## src/rtl/alu_writeback_stage.sv

```systemverilog
// Execute-to-writeback buffer: 2-entry in-order queue draining ALU results to the register file,
// with in-flight forwarding lookup. Optional architectural flags register enabled by WB_FLAGS_REG_EN.
module alu_writeback_stage #(
    parameter int DATA_WIDTH     = 32,
    parameter int REG_ADDR_WIDTH = 5
) (
    input  logic                      clk,
    input  logic                      rst,
    input  logic                      in_valid,
    output logic                      in_ready,
    input  logic [DATA_WIDTH-1:0]     in_result,
    input  logic [7:0]                in_flags,
    input  logic [6:0]                in_opcode,
    input  logic [REG_ADDR_WIDTH-1:0] in_rd,
    input  logic                      in_wb_en,
    output logic                      rf_we,
    input  logic                      rf_ready,
    output logic [REG_ADDR_WIDTH-1:0] rf_waddr,
    output logic [DATA_WIDTH-1:0]     rf_wdata,
    output logic [7:0]                flags_reg,
    input  logic [REG_ADDR_WIDTH-1:0] q_rs1,
    input  logic [REG_ADDR_WIDTH-1:0] q_rs2,
    output logic                      fwd1_hit,
    output logic                      fwd2_hit,
    output logic [DATA_WIDTH-1:0]     fwd1_data,
    output logic [DATA_WIDTH-1:0]     fwd2_data
);

    logic [1:0]                count_reg;
    logic [1:0]                count_next;
    logic                      head_reg;
    logic                      tail_reg;

    logic [DATA_WIDTH-1:0]     result_mem [2];
    logic [REG_ADDR_WIDTH-1:0] rd_mem     [2];
    logic [1:0]                wb_en_mem;

    logic                      push;
    logic                      pop;
    logic                      head_writes;

    logic [1:0]                entry_valid;
    logic [1:0]                match1;
    logic [1:0]                match2;
    logic                      young_idx;

    assign in_ready    = (count_reg != 2'd2);
    assign push        = in_valid && in_ready;
    assign head_writes = (count_reg != 2'd0) && wb_en_mem[head_reg] && (rd_mem[head_reg] != '0);
    // Non-writing heads (wb_en=0 or rd=x0) retire without waiting on the register file.
    assign pop         = (count_reg != 2'd0) && (!head_writes || rf_ready);

    assign rf_we    = head_writes;
    assign rf_waddr = head_writes ? rd_mem[head_reg]     : '0;
    assign rf_wdata = head_writes ? result_mem[head_reg] : '0;

    always_comb begin
        count_next = count_reg;
        case ({push, pop})
            2'b10:   count_next = count_reg + 2'd1;
            2'b01:   count_next = count_reg - 2'd1;
            default: count_next = count_reg;
        endcase
    end

    always_ff @(posedge clk or posedge rst) begin
        if (rst) begin
            count_reg <= 2'd0;
            head_reg  <= 1'b0;
            tail_reg  <= 1'b0;
        end else begin
            count_reg <= count_next;
            if (push) tail_reg <= ~tail_reg;
            if (pop)  head_reg <= ~head_reg;
        end
    end

    // Payload storage needs no reset: validity is carried entirely by count/head.
    always_ff @(posedge clk) begin
        if (push) begin
            result_mem[tail_reg] <= in_result;
            rd_mem[tail_reg]     <= in_rd;
            wb_en_mem[tail_reg]  <= in_wb_en;
        end
    end

    generate
        for (genvar gi = 0; gi < 2; gi++) begin : g_match
            assign entry_valid[gi] = (count_reg == 2'd2) ||
                                     ((count_reg == 2'd1) && (head_reg == 1'(gi)));
            assign match1[gi] = entry_valid[gi] && wb_en_mem[gi] &&
                                (rd_mem[gi] != '0) && (rd_mem[gi] == q_rs1);
            assign match2[gi] = entry_valid[gi] && wb_en_mem[gi] &&
                                (rd_mem[gi] != '0) && (rd_mem[gi] == q_rs2);
        end
    endgenerate

    // Youngest entry sits just behind the tail and takes priority over the older one.
    assign young_idx = ~tail_reg;

    always_comb begin
        fwd1_hit  = |match1;
        fwd2_hit  = |match2;
        fwd1_data = '0;
        fwd2_data = '0;
        if (match1[young_idx])      fwd1_data = result_mem[young_idx];
        else if (match1[tail_reg])  fwd1_data = result_mem[tail_reg];
        if (match2[young_idx])      fwd2_data = result_mem[young_idx];
        else if (match2[tail_reg])  fwd2_data = result_mem[tail_reg];
    end

`ifdef WB_FLAGS_REG_EN
    logic [7:0] flags_mem  [2];
    logic [6:0] opcode_mem [2];
    logic       flags_load;

    always_ff @(posedge clk) begin
        if (push) begin
            flags_mem[tail_reg]  <= in_flags;
            opcode_mem[tail_reg] <= in_opcode;
        end
    end

    // Only OP (0x33) and OP-IMM (0x13) results update the architectural flags.
    assign flags_load = pop && ((opcode_mem[head_reg] == 7'h33) || (opcode_mem[head_reg] == 7'h13));

    always_ff @(posedge clk or posedge rst) begin
        if (rst) begin
            flags_reg <= 8'h00;
        end else if (flags_load) begin
            flags_reg <= flags_mem[head_reg];
        end
    end
`else
    logic unused_flag_inputs;
    assign unused_flag_inputs = ^{in_flags, in_opcode};
    assign flags_reg          = 8'h00;
`endif

endmodule

```

## config.mk

```make
export PLATFORM = sky130hd
export DESIGN_NAME = alu_writeback_stage
export DESIGN_NICKNAME = d
export VERILOG_FILES = /design/src/rtl/alu_writeback_stage.sv
export SDC_FILE = /design/constraint.sdc
export NUM_CORES = 1
export LEC_CHECK = 0
export BUFFER_PORTS_ARGS = -buffer_cell sky130_fd_sc_hd__buf_2
export CAP_MARGIN = 15
export CORE_MARGIN = 2
export CORE_UTILIZATION = 44
export DETAILED_ROUTE_END_ITERATION = 16
export PLACE_DENSITY_LB_ADDON = 0.08
export SLEW_MARGIN = 0
export SYNTH_ARGS = -nofsm -noshare
export SYNTH_HDL_FRONTEND = slang
export SYNTH_SLANG_ARGS = --single-unit
```

## constraint.sdc

```tcl
create_clock -name clk -period 2.9 [get_ports clk]
set_input_delay 0.145 -clock clk [delete_from_list [all_inputs] [get_ports clk]]
set_output_delay 0.145 -clock clk [all_outputs]
set_load 0.01 [all_outputs]
```

# Yosys cells after proc, flatten, opt, wreduce, memory -nomap -nowiden
# Memory sizes are Yosys's and may differ from the RTL's.
# Cells that the tools add are included.
[op_classes]
add_sub_neg = 2
mux = 22
bitwise = 2
eq_ne = 9
n_lt_le_gt_ge = 4
reduce_logical = 26
[ops]
columns = ["operator", "count"]
rows = [
  ["$mux 32", 5],
  ["$eq 5x5->1", 4],
  ["$logic_and 1x1->1", 15],
  ["$reduce_bool 5->1", 3],
  ["$mux 1", 13],
  ["$lt 1x2->1 const B", 3],
  ["$mux 5", 1],
  ["$eq 2x1->1 const B", 2],
  ["$eq 2x2->1 const B", 2],
  ["$pmux 2 s2", 1],
  ["$reduce_bool 2->1", 2],
  ["$reduce_or 2->1", 2],
  ["$logic_or 1x1->1", 3],
  ["$add 2x1->2 const B", 1],
  ["$bwmux 2", 1],
  ["$ne 2x2->1 const B", 1],
  ["$not 1->1", 2],
  ["$sub 2x1->2 const B", 1],
  ["$demux 1 s1", 1],
  ["$ge 1x1->1 const B", 1],
  ["$logic_not 1->1", 1],
]
[word_totals]
inputBits = 67
mem_bits_rw = 74
output_inout_bits = 113
regBits = 6
n_memories = 2
[memory_table]
columns = ["name", "words", "word_bits", "rd", "rd_clocked_by_memory_dff", "wr", "line", "text"]
rows = [
  ["result_mem", 2, 32, 3, 0, 1, "34", "logic [DATA_WIDTH-1:0] result_mem [2];"],
  ["rd_mem", 2, 5, 3, 0, 1, "35", "logic [REG_ADDR_WIDTH-1:0] rd_mem [2];"],
]

# Longest topological paths before layout
[logic_depth]
word_depth = 10
mapped_depth = 10
depth_no_buf = 7

# Worst setup path before layout
# Ideal clock, no wire load.
[synth_timing]
path_type = "reg-to-reg"
from = "register count_reg[0]"
to = "memory rd_mem[0][0] (enable)"
t_arrival_ns = 2.483
required_ns = 2.467
setup_time_ns = 0.433
path_stages_with_launch = 6
synth_period_minus_slack_ns = 2.917
setup_slack_ns = -0.017
cell_sequence = "dfrtp_1 -> inv_1 -> ha_1 -> inv_1 -> nand2_1 -> nor2_1"
[synth_between]
elab_chain_len = 4
[synth_rtl]
columns = ["item", "line", "text"]
rows = [
  ["from (decl)", "29", "logic [1:0] count_reg;"],
  ["from (signal assigned)", "72", "count_reg <= count_next;"],
  ["$ne 2x2->1", "47", "assign in_ready = (count_reg != 2'd2);"],
  ["named net in_ready", "10", "output logic in_ready,"],
  ["$logic_and 1x1->1", "48", "assign push = in_valid && in_ready;"],
  ["$mux 1", "80", "if (push) begin"],
  ["$mux 1 (not written as such)", "82", "rd_mem[tail_reg] <= in_rd;"],
  ["to (decl)", "35", ""],
]
# The timed path passes the listed nets, and every way through them passes these cells.

==> impl_metrics.prom <==
# TYPE chip_impl_metric gauge
chip_impl_info{name="status",value="completed"} 1
chip_impl_info{name="crit_chain",value="or4_1, o211a_2, nand3_2, o211a_2, buf_12, a22o_1, buf_2"} 1
chip_impl_info{name="timing.hold.worst.class",value="input port to flop"} 1
chip_impl_metric{name="finalWeightedCongestion",unit=""} 0.777
chip_impl_metric{name="intPower",unit="mW"} 2.68
chip_impl_metric{name="clkTransAtPathRegs",unit="ps"} 90
chip_impl_metric{name="vias_per_cell",unit=""} 5.35
chip_impl_metric{name="synth-edff-count",unit=""} 76
chip_impl_metric{name="die_y",unit="um"} 103
chip_impl_metric{name="synth_warnings",unit=""} 0
chip_impl_metric{name="post-cts-setup-buffer-count",unit=""} 0
chip_impl_metric{name="syn_to_final_growth",unit="%"} 34.4
chip_impl_metric{name="finalPower",unit="mW"} 4.38
chip_impl_metric{name="maximum_clock_skew_at_final_layout",unit="ps"} 9.84
chip_impl_metric{name="number_of_antenna_cells_inserted",unit=""} 0
chip_impl_metric{name="grt_overflow_total",unit=""} 0
chip_impl_metric{name="ant_nets",unit=""} 0
chip_impl_info{name="largestRegisters",value="result_mem x64, rd_mem x10"} 1
chip_impl_info{name="synth-main-ff-cell",value="edfxtp_1"} 1
chip_impl_metric{name="port-buffer-count",unit=""} 156
chip_impl_metric{name="drive_above_1_share",unit="%"} 36.5
chip_impl_info{name="cp-start-kind",value="flop"} 1
chip_impl_info{name="timing.critical_path.slowest_stage_cell",value="or4_1"} 1
chip_impl_metric{name="nets",unit=""} 606
chip_impl_metric{name="vdd_ir_drop_max",unit="mV"} 0.363
chip_impl_metric{name="synth_sequential_area_ratio",unit="%"} 55.2
chip_impl_metric{name="synth.ff_latch_count",unit=""} 80
chip_impl_metric{name="grt_max_degree",unit=""} 39
chip_impl_metric{name="finalSetupViolCount",unit=""} 0
chip_impl_metric{name="final-hold-violation-count",unit=""} 0
chip_impl_metric{name="setup_total_negative_slack",unit="ps"} 0
chip_impl_metric{name="r2r_setup_slack",unit="ps"} 810
chip_impl_metric{name="final_min_period_over_clock_period",unit="%"} 95.2
chip_impl_metric{name="finalInstanceArea",unit="mm^2"} 0.00581
chip_impl_metric{name="cap_violations",unit=""} 0
chip_impl_metric{name="flop_pwr_share",unit="%"} 41.6
chip_impl_info{name="setup_repair_after_global_routing_missed_its_margin",value="false"} 1
chip_impl_metric{name="ys_async_sr_fraction",unit="%"} 5.00
chip_impl_info{name="timing.rr.end",value="count_reg[1]"} 1
chip_impl_metric{name="detailroute.via_count",unit=""} 3601
chip_impl_metric{name="floorplan.io_pins",unit=""} 180
chip_impl_metric{name="fillers",unit=""} 827
chip_impl_metric{name="clk-insertion-delay-late",unit="ps"} 350
chip_impl_metric{name="post_drt_wl_per_cell",unit="um"} 17.8
chip_impl_metric{name="worstHoldPathCells",unit=""} 3
chip_impl_metric{name="power.density_cell_area",unit="mW/mm^2"} 754
chip_impl_metric{name="worst-path-buf-inv",unit=""} 2
chip_impl_metric{name="cp.arrival",unit="ps"} 2610
chip_impl_metric{name="crit_fanout",unit=""} 30
chip_impl_metric{name="initial_core_util",unit="%"} 44.8
chip_impl_metric{name="post_route_drc_violation_count",unit=""} 0
chip_impl_info{name="top_register_by_number_of_flip_flops",value="result_mem"} 1
chip_impl_metric{name="first_global_vias",unit=""} 3569
chip_impl_metric{name="drt_pre_antenna_iters",unit=""} 4
chip_impl_metric{name="timing.critical_path.slowest_cell_delay",unit="ps"} 570
chip_impl_metric{name="number_of_cell_instances_on_the_worst_register_to_register_path",unit=""} 7
chip_impl_metric{name="groute.usage.overall",unit="%"} 22.3
chip_impl_metric{name="switching_share",unit="%"} 38.8
chip_impl_metric{name="power_leakage",unit="nW"} 2.60
chip_impl_metric{name="largest_reg_flops",unit=""} 64
chip_impl_metric{name="maxClockFrequency",unit="MHz"} 362
chip_impl_metric{name="period_needed",unit="ps"} 2760
chip_impl_metric{name="worstPathRequired",unit="ps"} 2760
chip_impl_info{name="hp-start",value="rf_ready"} 1
chip_impl_metric{name="dpl.cell_count",unit=""} 618
chip_impl_info{name="tritoncts_clock_tree",value="yes"} 1
chip_impl_metric{name="sinks_on_clock_net",unit=""} 80
chip_impl_info{name="critPathTopFamily",value="compound AO/OA/AOI/OAI gates"} 1
chip_impl_metric{name="report.final.slew_viol_count",unit=""} 0
chip_impl_metric{name="totalWireLength",unit="mm"} 12.0
chip_impl_metric{name="detailed_place_hpwl",unit="mm"} 7.59
chip_impl_metric{name="syn_area_per_cell",unit="um^2"} 12.6
chip_impl_metric{name="finalNonFillerCells",unit=""} 673
chip_impl_metric{name="cts_inserted_buffers",unit=""} 9
chip_impl_metric{name="grt_antenna_before_repair",unit=""} 0
chip_impl_metric{name="detailedRoute.firstIterationViolations",unit=""} 150
chip_impl_info{name="yosys-top-cells-area",value="edfxtp_1 53%, a22o_1 12%, mux2i_1 8.1%, nor2_1 4.0%, xor2_1 3.7%"} 1
chip_impl_info{name="post_synth_most_frequent_cells",value="76 x edfxtp_1, 58 x a22o_1, 46 x nor2_1"} 1
chip_impl_info{name="crit_path_end_kind",value="primary output"} 1
chip_impl_metric{name="synth_cell_type_count",unit=""} 43
chip_impl_metric{name="slew_margin_rel",unit="%"} 60.9
chip_impl_metric{name="power.net_switching",unit="mW"} 1.70
chip_impl_metric{name="floorplan.core_area",unit="mm^2"} 0.00964
chip_impl_metric{name="dieArea",unit="mm^2"} 0.0106
chip_impl_metric{name="chipWidth",unit="um"} 103
chip_impl_metric{name="worstMarginPinSlew",unit="ps"} 584
chip_impl_metric{name="placed_area",unit="mm^2"} 0.00521
chip_impl_metric{name="yosys.area.top_type_share",unit="%"} 52.8
chip_impl_metric{name="syn_inst",unit=""} 342
chip_impl_metric{name="htree_levels",unit=""} 3
chip_impl_info{name="yosys_top_cell_by_area",value="edfxtp_1"} 1
chip_impl_metric{name="grt_first_pass_wirelength",unit="mm"} 17.7
chip_impl_metric{name="core.rowCount",unit=""} 36
chip_impl_metric{name="netlist_area",unit="mm^2"} 0.00432
chip_impl_info{name="timing.setup.critical_path_class",value="flop to primary output"} 1
chip_impl_info{name="post-synth-top-count-cell",value="edfxtp_1"} 1
chip_impl_metric{name="power.clock.fraction",unit="%"} 18.8
chip_impl_info{name="reg2reg_from",value="rd_mem[1][1]"} 1
chip_impl_metric{name="comb_power_share",unit="%"} 39.7
chip_impl_info{name="worst_path_most_repeated_cell",value="o211a_2"} 1
chip_impl_info{name="cts.root.buffer_cell",value="clkbuf_8"} 1
chip_impl_metric{name="clock_tree.buffer_depth",unit=""} 2
chip_impl_info{name="timing.hold.worst_endpoint",value="head_reg"} 1
worst max-delay path by stage:
stage	start	end	slack (ps)	cells past startpoint
floorplan	count_reg[0]	rd_mem[0][0]	610	5
global placement	rd_mem[0][0]	fwd1_data[3]	480	8
detailed placement	rd_mem[0][1]	fwd1_data[3]	490	8
CTS	rd_mem[0][0]	fwd1_data[3]	80	8
global route	rd_mem[1][2]	fwd1_data[3]	10	7
finish	rd_mem[1][1]	fwd1_data[20]	140	7
timing repair:
item / CTS / global route
setup endpoints to repair: 0 / 53
hold endpoints to repair: 80 / 0
gates resized for setup: 0 / 4
hold buffers: 39 / 0
worst reg2reg max path, delay by kind of cell (launching register included):
family	cells	cell delay [ps]
AOI/OAI and AO/OA	4	580
DFF	1	470
adders and majority gates	1	280
and+or+nand+nor	2	650
layout by cell type (no fill, tap or decap), types with 7 or more instances in the layout:
cell           count
dlygate4sd3_1     39
buf_2            156
conb_1             8
clkbuf_8           9
buf_4              7
inv_1              7
xor2_1            18
nor2_1            43
nand4_1           12
a22o_1            58
edfxtp_1          76
mux2i_1           35
per-stage QoR:
stage,utilization [%],worst slack [ps],hold WS [ps]
detailed placement,54.0,486,30.2
global placement,54.0,485,32.0
floorplan,-,611,-88.9
finish,60.2,140,102
CTS,60.1,82.6,82.8
global route,60.2,11.5,104
logic make-up (layout without fill, tap and decap cells):
family,after synthesis,after routing,share of synthesized area (%)
AOI/OAI and AO/OA,80,80,15.8
xor gates and xnor gates,23,23,4.66
adders and majority gates,4,4,1.16
muxes,35,35,8.11
other,1,8,0.0868
buffers and inverters,38,229,5.59
DFF,80,80,55.2
and+or+nand+nor,81,81,9.44
power groups by stage:
| stage | logic [mW] | registers (mW) | clock network [mW] |
|---|---|---|---|
| 6_report | 1.74 | 1.82 | 0.822 |
| 5_1_grt | 1.91 | 1.85 | 0.883 |
| 4_1_cts | 1.75 | 1.82 | 0.842 |
| 3_5_place_dp | 1.70 | 1.84 | 0 |
| 3_3_place_gp | 1.70 | 1.83 | 0 |
| 2_1_floorplan | 1.17 | 1.76 | 0 |
layer usage:
layer	vias to the layer above	wire length, um	part of all wire, %	global-route usage (%)
met2	146	5980	50	36.5
met5	-	0	0	0
met1	1750	4980	41	28.2
met4	0	164	1.4	8.10
met3	14	869	7.2	6.31
li1	1691	-	-	-
cell type report:
cell class | count | area (um^2) | area share [%]
Sequential cell | 80 | 2380 | 41.1
Multi-Input combinational cell | 231 | 1740 | 30.0
Timing Repair Buffer | 206 | 1290 | 22.3
Tap cell | 133 | 166 | 2.87
Clock buffer | 9 | 124 | 2.13
Clock inverter | 7 | 70.1 | 1.21
Inverter | 7 | 26.3 | 0.453
(Power assumes the default switching activity.)
